<file path="config.mk">
export PLATFORM = sky130hd
export DESIGN_NAME = fadd_round_pack_flat
export DESIGN_NICKNAME = d
export VERILOG_FILES = /design/src/rtl/fadd_round_pack_if.sv /design/src/rtl/fadd_round_pack.sv /design/src/flat_wrapper.sv
export SDC_FILE = /design/constraint.sdc
export NUM_CORES = 1
export LEC_CHECK = 0
export BUFFER_PORTS_ARGS = -buffer_cell sky130_fd_sc_hd__buf_2
export CAP_MARGIN = 15
export CORE_ASPECT_RATIO = 2
export CORE_UTILIZATION = 35
export DETAILED_ROUTE_END_ITERATION = 6
export PLACE_DENSITY = 0.65
export RECOVER_POWER = 100
export SETUP_SLACK_MARGIN = 0.3
export SYNTH_ARGS = -nofsm -noshare
export SYNTH_HDL_FRONTEND = slang
export SYNTH_SLANG_ARGS = --single-unit
</file>
<file path="constraint.sdc">
create_clock -name clk -period 4.3 [get_ports clk]
set_input_delay 0.43 -clock clk [delete_from_list [all_inputs] [get_ports clk]]
set_output_delay 0.43 -clock clk [all_outputs]
set_load 0.01 [all_outputs]
</file>
<file path="src/rtl/fadd_round_pack_if.sv">
// Handshake and data bundle for the FP-add round/pack output stage.
// slave = the stage itself, master = the upstream/downstream driver.
interface fadd_round_pack_if #(
    parameter int EXP_W  = 8,
    parameter int FRAC_W = 23
);
    logic                    in_valid;
    logic                    in_ready;
    logic                    sign_in;
    logic [FRAC_W+1:0]       m_in;
    logic                    round_in;
    logic [EXP_W-1:0]        exp_in;
    logic                    out_valid;
    logic                    out_ready;
    logic [EXP_W+FRAC_W:0]   out_result;
    logic                    out_inexact;
    logic                    out_overflow;
    logic                    flags_clr;
    logic [1:0]              sticky_flags;

    modport slave (
        input  in_valid, sign_in, m_in, round_in, exp_in, out_ready, flags_clr,
        output in_ready, out_valid, out_result, out_inexact, out_overflow, sticky_flags
    );

    modport master (
        output in_valid, sign_in, m_in, round_in, exp_in, out_ready, flags_clr,
        input  in_ready, out_valid, out_result, out_inexact, out_overflow, sticky_flags
    );
endinterface

</file>
<file path="src/rtl/fadd_round_pack.sv">
// FP adder output stage: round-to-nearest-even (S1), carry/overflow fix-up and pack (S2).
// Optional accumulated {overflow, inexact} register: define FADD_STICKY_FLAGS_EN.
module fadd_round_pack #(
    parameter int EXP_W  = 8,
    parameter int FRAC_W = 23
) (
    input  logic               clk,
    input  logic               rst_n,
    fadd_round_pack_if.slave   bus
);
    localparam int RES_W = 1 + EXP_W + FRAC_W;

    logic adv1, adv2, in_hs, out_hs;

    logic               s1_valid_q;
    logic               s1_sign_q, s1_zero_q, s1_inexact_q;
    logic [EXP_W-1:0]   s1_exp_q;
    logic [FRAC_W:0]    s1_frac_q;

    logic               s2_valid_q;
    logic [RES_W-1:0]   res_q;
    logic               inexact_q, overflow_q;

    // Global stall: a stage moves only if the stage below it is free or draining.
    assign adv2   = !s2_valid_q | bus.out_ready;
    assign adv1   = !s1_valid_q | adv2;
    assign in_hs  = bus.in_valid & adv1;
    assign out_hs = s2_valid_q & bus.out_ready;

    assign bus.in_ready     = adv1;
    assign bus.out_valid    = s2_valid_q;
    assign bus.out_result   = res_q;
    assign bus.out_inexact  = inexact_q;
    assign bus.out_overflow = overflow_q;

    logic            g_d, lsb_d, inc_d, zero_d;
    logic [FRAC_W:0] frac_r_d;

    always_comb begin
        g_d      = bus.m_in[0];
        lsb_d    = bus.m_in[1];
        inc_d    = g_d & (bus.round_in | lsb_d);
        frac_r_d = {1'b0, bus.m_in[FRAC_W:1]} + (FRAC_W+1)'(inc_d);
        zero_d   = (bus.m_in == '0) && (bus.exp_in == '0);
    end

    always_ff @(posedge clk or negedge rst_n) begin
        if (!rst_n) begin
            s1_valid_q   <= 1'b0;
            s1_sign_q    <= 1'b0;
            s1_zero_q    <= 1'b0;
            s1_inexact_q <= 1'b0;
            s1_exp_q     <= '0;
            s1_frac_q    <= '0;
        end else begin
            if (adv1)
                s1_valid_q <= bus.in_valid;
            if (in_hs) begin
                s1_sign_q    <= bus.sign_in;
                s1_zero_q    <= zero_d;
                s1_inexact_q <= g_d | bus.round_in;
                s1_exp_q     <= bus.exp_in;
                s1_frac_q    <= frac_r_d;
            end
        end
    end

    logic [EXP_W:0]     exp_n_d;
    logic [FRAC_W-1:0]  frac_p_d;
    logic               ovf_d;
    logic [RES_W-1:0]   res_d;
    logic               inexact_d, overflow_d;

    always_comb begin
        exp_n_d    = {1'b0, s1_exp_q} + (EXP_W+1)'(s1_frac_q[FRAC_W]);
        frac_p_d   = s1_frac_q[FRAC_W] ? '0 : s1_frac_q[FRAC_W-1:0];
        // An Inf/NaN exponent coming in is saturated to Inf as well.
        ovf_d      = (exp_n_d >= {1'b0, {EXP_W{1'b1}}}) || (s1_exp_q == {EXP_W{1'b1}});
        res_d      = {s1_sign_q, exp_n_d[EXP_W-1:0], frac_p_d};
        inexact_d  = s1_inexact_q;
        overflow_d = 1'b0;
        if (s1_zero_q) begin
            res_d     = '0;
            inexact_d = 1'b0;
        end else if (ovf_d) begin
            res_d      = {s1_sign_q, {EXP_W{1'b1}}, {FRAC_W{1'b0}}};
            overflow_d = 1'b1;
        end
    end

    always_ff @(posedge clk or negedge rst_n) begin
        if (!rst_n) begin
            s2_valid_q <= 1'b0;
            res_q      <= '0;
            inexact_q  <= 1'b0;
            overflow_q <= 1'b0;
        end else if (adv2) begin
            s2_valid_q <= s1_valid_q;
            if (s1_valid_q) begin
                res_q      <= res_d;
                inexact_q  <= inexact_d;
                overflow_q <= overflow_d;
            end
        end
    end

`ifdef FADD_STICKY_FLAGS_EN
    logic [1:0] sticky_q;

    // A clear wins over history but not over the flags of a result leaving this cycle.
    always_ff @(posedge clk or negedge rst_n) begin
        if (!rst_n)
            sticky_q <= 2'b00;
        else if (bus.flags_clr)
            sticky_q <= out_hs ? {overflow_q, inexact_q} : 2'b00;
        else if (out_hs)
            sticky_q <= sticky_q | {overflow_q, inexact_q};
    end

    assign bus.sticky_flags = sticky_q;
`else
    logic unused_flags;
    assign unused_flags     = bus.flags_clr | out_hs;
    assign bus.sticky_flags = 2'b00;
`endif
endmodule

</file>
<file path="src/flat_wrapper.sv">
// flat-port wrapper written by rule: the top's interface ports become plain ports
module fadd_round_pack_flat 
#(
    parameter int EXP_W  = 8,
    parameter int FRAC_W = 23
)
  (clk, rst_n, bus_in_valid, bus_sign_in, bus_m_in, bus_round_in, bus_exp_in, bus_out_ready, bus_flags_clr, bus_in_ready, bus_out_valid, bus_out_result, bus_out_inexact, bus_out_overflow, bus_sticky_flags);
  fadd_round_pack_if #(.EXP_W(EXP_W), .FRAC_W(FRAC_W)) bus_i ();
  input  logic clk;
  input  logic rst_n;
  input wire logic [$bits(bus_i.in_valid)-1:0] bus_in_valid;
  input wire logic [$bits(bus_i.sign_in)-1:0] bus_sign_in;
  input wire logic [$bits(bus_i.m_in)-1:0] bus_m_in;
  input wire logic [$bits(bus_i.round_in)-1:0] bus_round_in;
  input wire logic [$bits(bus_i.exp_in)-1:0] bus_exp_in;
  input wire logic [$bits(bus_i.out_ready)-1:0] bus_out_ready;
  input wire logic [$bits(bus_i.flags_clr)-1:0] bus_flags_clr;
  output wire logic [$bits(bus_i.in_ready)-1:0] bus_in_ready;
  output wire logic [$bits(bus_i.out_valid)-1:0] bus_out_valid;
  output wire logic [$bits(bus_i.out_result)-1:0] bus_out_result;
  output wire logic [$bits(bus_i.out_inexact)-1:0] bus_out_inexact;
  output wire logic [$bits(bus_i.out_overflow)-1:0] bus_out_overflow;
  output wire logic [$bits(bus_i.sticky_flags)-1:0] bus_sticky_flags;
  assign bus_i.in_valid = bus_in_valid;
  assign bus_i.sign_in = bus_sign_in;
  assign bus_i.m_in = bus_m_in;
  assign bus_i.round_in = bus_round_in;
  assign bus_i.exp_in = bus_exp_in;
  assign bus_i.out_ready = bus_out_ready;
  assign bus_i.flags_clr = bus_flags_clr;
  assign bus_in_ready = bus_i.in_ready;
  assign bus_out_valid = bus_i.out_valid;
  assign bus_out_result = bus_i.out_result;
  assign bus_out_inexact = bus_i.out_inexact;
  assign bus_out_overflow = bus_i.out_overflow;
  assign bus_sticky_flags = bus_i.sticky_flags;
  fadd_round_pack #(.EXP_W(EXP_W), .FRAC_W(FRAC_W)) u_core (.clk(clk), .rst_n(rst_n), .bus(bus_i));
endmodule
</file>
==> summary.txt <==
Setup path
  – Crit Path Max Fanout: 27
  – Crit path DAT: 2.91 ns
  – Largest stage delay, worst path: 0.98 ns
  – CP Launch Type: register
  – Required time worst endpoint: 4.53 ns
  – CP Class: register to register
  – Slowest-stage cell, CP: clkbuf_1
  – Crit path cell chain: nor2b_1, nand2b_1, clkbuf_1, a22oi_1, o21ai_0
  – Worst setup EP type: register

Synth
  – Cell Area, Synth: 0.00362 sq mm
  – Register area share after synthesis: 0.491
  – Synth Instances: 385
  – Syn avg cell area: 9.41 sq um
  – Post-synth EDFFs: 0
  – Synth area leader: dfrtp_1
  – Async SR Flop Fraction: 1.00
  – Synth top area share: 0.491
  – Synthesis warning total: 0
  – Cell variety after synth: 50
  – Largest cells by area after synthesis: dfrtp_1 49%, nand2_1 7.3%, o21ai_0 5.8%
  – Post-synth top flop: dfrtp_1
  – #FFs+latches synth: 71

Detailed routing
  – M1 WL: 3760 um
  – Total Wirelength: 9600 um
  – Total number of vias: 3139
  – Routed met2 length: 5200 um
  – DRC Markers: 0
  – WL met3: 364 um
  – DR vias/cell: 5.28
  – Highest routed layer: met4
  – Detailed router's first-iteration violation count: 106
  – Wire per inst: 16.1 um
  – Post-DRT Antenna Nets: 0
  – Pre-Repair DR Iteration Count: 6

CTS
  – Number of hold buffers added after cts: 0
  – CTS sink cnt: 71
  – Post-CTS Setup Bufs: 0
  – Clk Latency, worst-skew pair: 0.33 ns
  – Root buf cell: clkbuf_16
  – Max clock buf depth: 2
  – H-tree lvl count: 3
  – Post-cts sizing count: 0
  – Clock transition at path regs: 0.06 ns
  – CTS tree: yes
  – Number of buffers created by CTS: 9

Finish
  – Post-route cell area: 0.00444 sq mm
  – P&R area growth vs syn: 22.6%
  – Post-layout net count: 498
  – ANT cells: 0
  – Core Util, Final: 0.440
  – Share of cells above drive strength 1: 0.154

Timing
  – Tcrit/Tclk final: 0.623
  – Max Fclk: 374 MHz
  – Setup TNS: 0 ns
  – Final number of setup-violating endpoints: 0
  – Final Hold Viols: 0
  – Final max-slew violation count: 0
  – Actual slew at the worst max-slew pin: 1.29 ns
  – Final Skew: 0.00659 ns
  – Worst slew margin: 0.141
  – RSZ-0062 raised after global routing: no
  – Crit path time final: 2.68 ns

Floorplanning
  – Die width: 73.9 um
  – Die area: 0.0108 sq mm
  – Initial Util: 0.359
  – Die Ht: 146 um
  – CORE AREA: 0.0101 sq mm
  – # IOs: 78
  – Row count: 52

Placed design
  – HPWL Detailed: 7170 um
  – Buffers on Ports: 74
  – Post-placement cell area: 0.00411 sq mm
  – GP Congestion: 0.863

Global route
  – GRT Overall Usage: 0.190
  – Initial antenna violation count: 0
  – Vias in the first global route: 3131
  – Largest net degree at the start of global routing: 53
  – Gr ovfl total: 0
  – Global-route wire length before repair: 15500 um

Pwr
  – Pwr/cell area: 495 mW/mm^2
  – Leakage: 1.85 nW
  – Peak VDD IR: 0.000282 V

Worst hold path
  – Class of the worst hold path: input pin to async pin

Run status
  – Status: completed

Run
  – Max-cap viol count: 0
[final cells by class]
| class | count | area [sq um] |
|---|---|---|
| Clock buffer | 11 | 243 |
| Tap cell | 135 | 169 |
| Multi-Input combinational cell | 282 | 1720 |
| Fill cell | 1023 | 5650 |
| Inverter | 10 | 37.5 |
| Sequential cell | 71 | 1780 |
| Timing Repair Buffer | 81 | 365 |
| Clock inverter | 5 | 129 |
[path summary, 6_finish.rpt]
kind                                                     start                               endpoint  slack [ns]  cells past startpoint
setup / recovery              u_core.bus.out_valid$_DFFE_PN0P_  u_core.bus.out_result[14]$_DFFE_PN0P_        1.62                      5
hold / removal                                           rst_n         u_core.s1_exp_q[5]$_DFFE_PN0P_        0.27                      1
setup reg to reg              u_core.bus.out_valid$_DFFE_PN0P_  u_core.bus.out_result[14]$_DFFE_PN0P_        1.62                      5
hold reg to reg            u_core.bus.out_overflow$_DFFE_PN0P_    u_core.bus.out_overflow$_DFFE_PN0P_        0.48                      2
max in group asynchronous                                rst_n         u_core.s1_exp_q[0]$_DFFE_PN0P_        2.21                      2
min in group clk                                 bus_exp_in[4]         u_core.s1_exp_q[4]$_DFFE_PN0P_        0.31                      3
[layer usage]
layer | vias up | GRT usage
met5 | - | 0
met4 | 0 | 0.0865
met3 | 18 | 0.0339
met2 | 91 | 0.336
met1 | 1485 | 0.213
li1 | 1545 | -
[state kept, by name, summed over array words and instances, names as in the netlist]
register / flops
u_core.bus.out_result: 32
u_core.s1_frac_q: 24
u_core.s1_exp_q: 8
u_core.bus.out_inexact: 1
u_core.bus.out_overflow: 1
u_core.bus.out_valid: 1
u_core.s1_inexact_q: 1
u_core.s1_sign_q: 1
u_core.s1_valid_q: 1
u_core.s1_zero_q: 1
[cells in the final DEF, fill, tap and decap left out, types with 4 or more instances in the layout]
cell type	netlist	final
or4_1	7	7
clkbuf_16	0	9
o21ai_0	42	48
xnor2_1	7	7
mux2_2	8	8
nand2b_1	7	7
or3_1	4	4
nand4_1	9	9
clkbuf_1	16	42
nor2_1	10	10
nand3_1	16	16
bufinv_16	0	4
nand2_1	70	70
nor4_1	12	11
a31oi_1	5	5
inv_1	10	10
dfrtp_1	71	71
o31ai_1	4	4
nor3_1	5	5
xor2_1	8	8
buf_2	3	36
a22oi_1	25	25
[synth_stat cells, types with 2 or more instances]
cell	count
dfrtp_1	71
nand2_1	70
o21ai_0	42
a22oi_1	25
clkbuf_1	16
nand3_1	16
nor4_1	12
inv_1	10
nor2_1	10
nand4_1	9
mux2_2	8
xor2_1	8
nand2b_1	7
o21ai_1	7
or4_1	7
xnor2_1	7
a31oi_1	5
nor3_1	5
o31ai_1	4
or3_1	4
buf_2	3
ha_1	3
mux2i_1	3
a22o_1	2
and2_1	2
and4_1	2
buf_4	2
o221ai_1	2
o311ai_0	2
[worst max-delay path: cells and delay by family, from the launching register on]
family	cells	cell delay [ns]
AOI/OAI and AO/OA	2	0.36
buffers and inverters	1	0.98
DFF	1	0.36
and+or+nand+nor	2	0.87
[cell families after synthesis]
group	count (synthesis)	share of synthesized area
muxes	11	0.0332
buffers and inverters	33	0.0397
other	1	0.00104
xor gates and xnor gates	15	0.0363
adders and majority gates	3	0.0104
DFF	71	0.491
and+or+nand+nor	155	0.221
AOI/OAI and AO/OA	96	0.168
[stage by stage]
stage | worst slack [ns] | power (mW) | hold WS [ns] | std cells
after floorplan | 2.40 | 1.11 | 0.134 | 386
after global placement | 1.87 | 1.30 | 0.398 | 577
after detailed placement | 1.86 | 1.32 | 0.408 | 577
after CTS | 1.95 | 2.24 | 0.0530 | 593
after global routing | 1.39 | 2.30 | 0.330 | 595
final | 1.62 | 2.20 | 0.271 | 595
[report_power, final]
part           switching, mW  leakage [nW]  internal, mW
sequential            0.0932         0.844         0.793
clock                  0.274         0.180         0.642
combinational          0.244         0.821         0.153
Note: power is estimated with default switching activity, not from simulation.
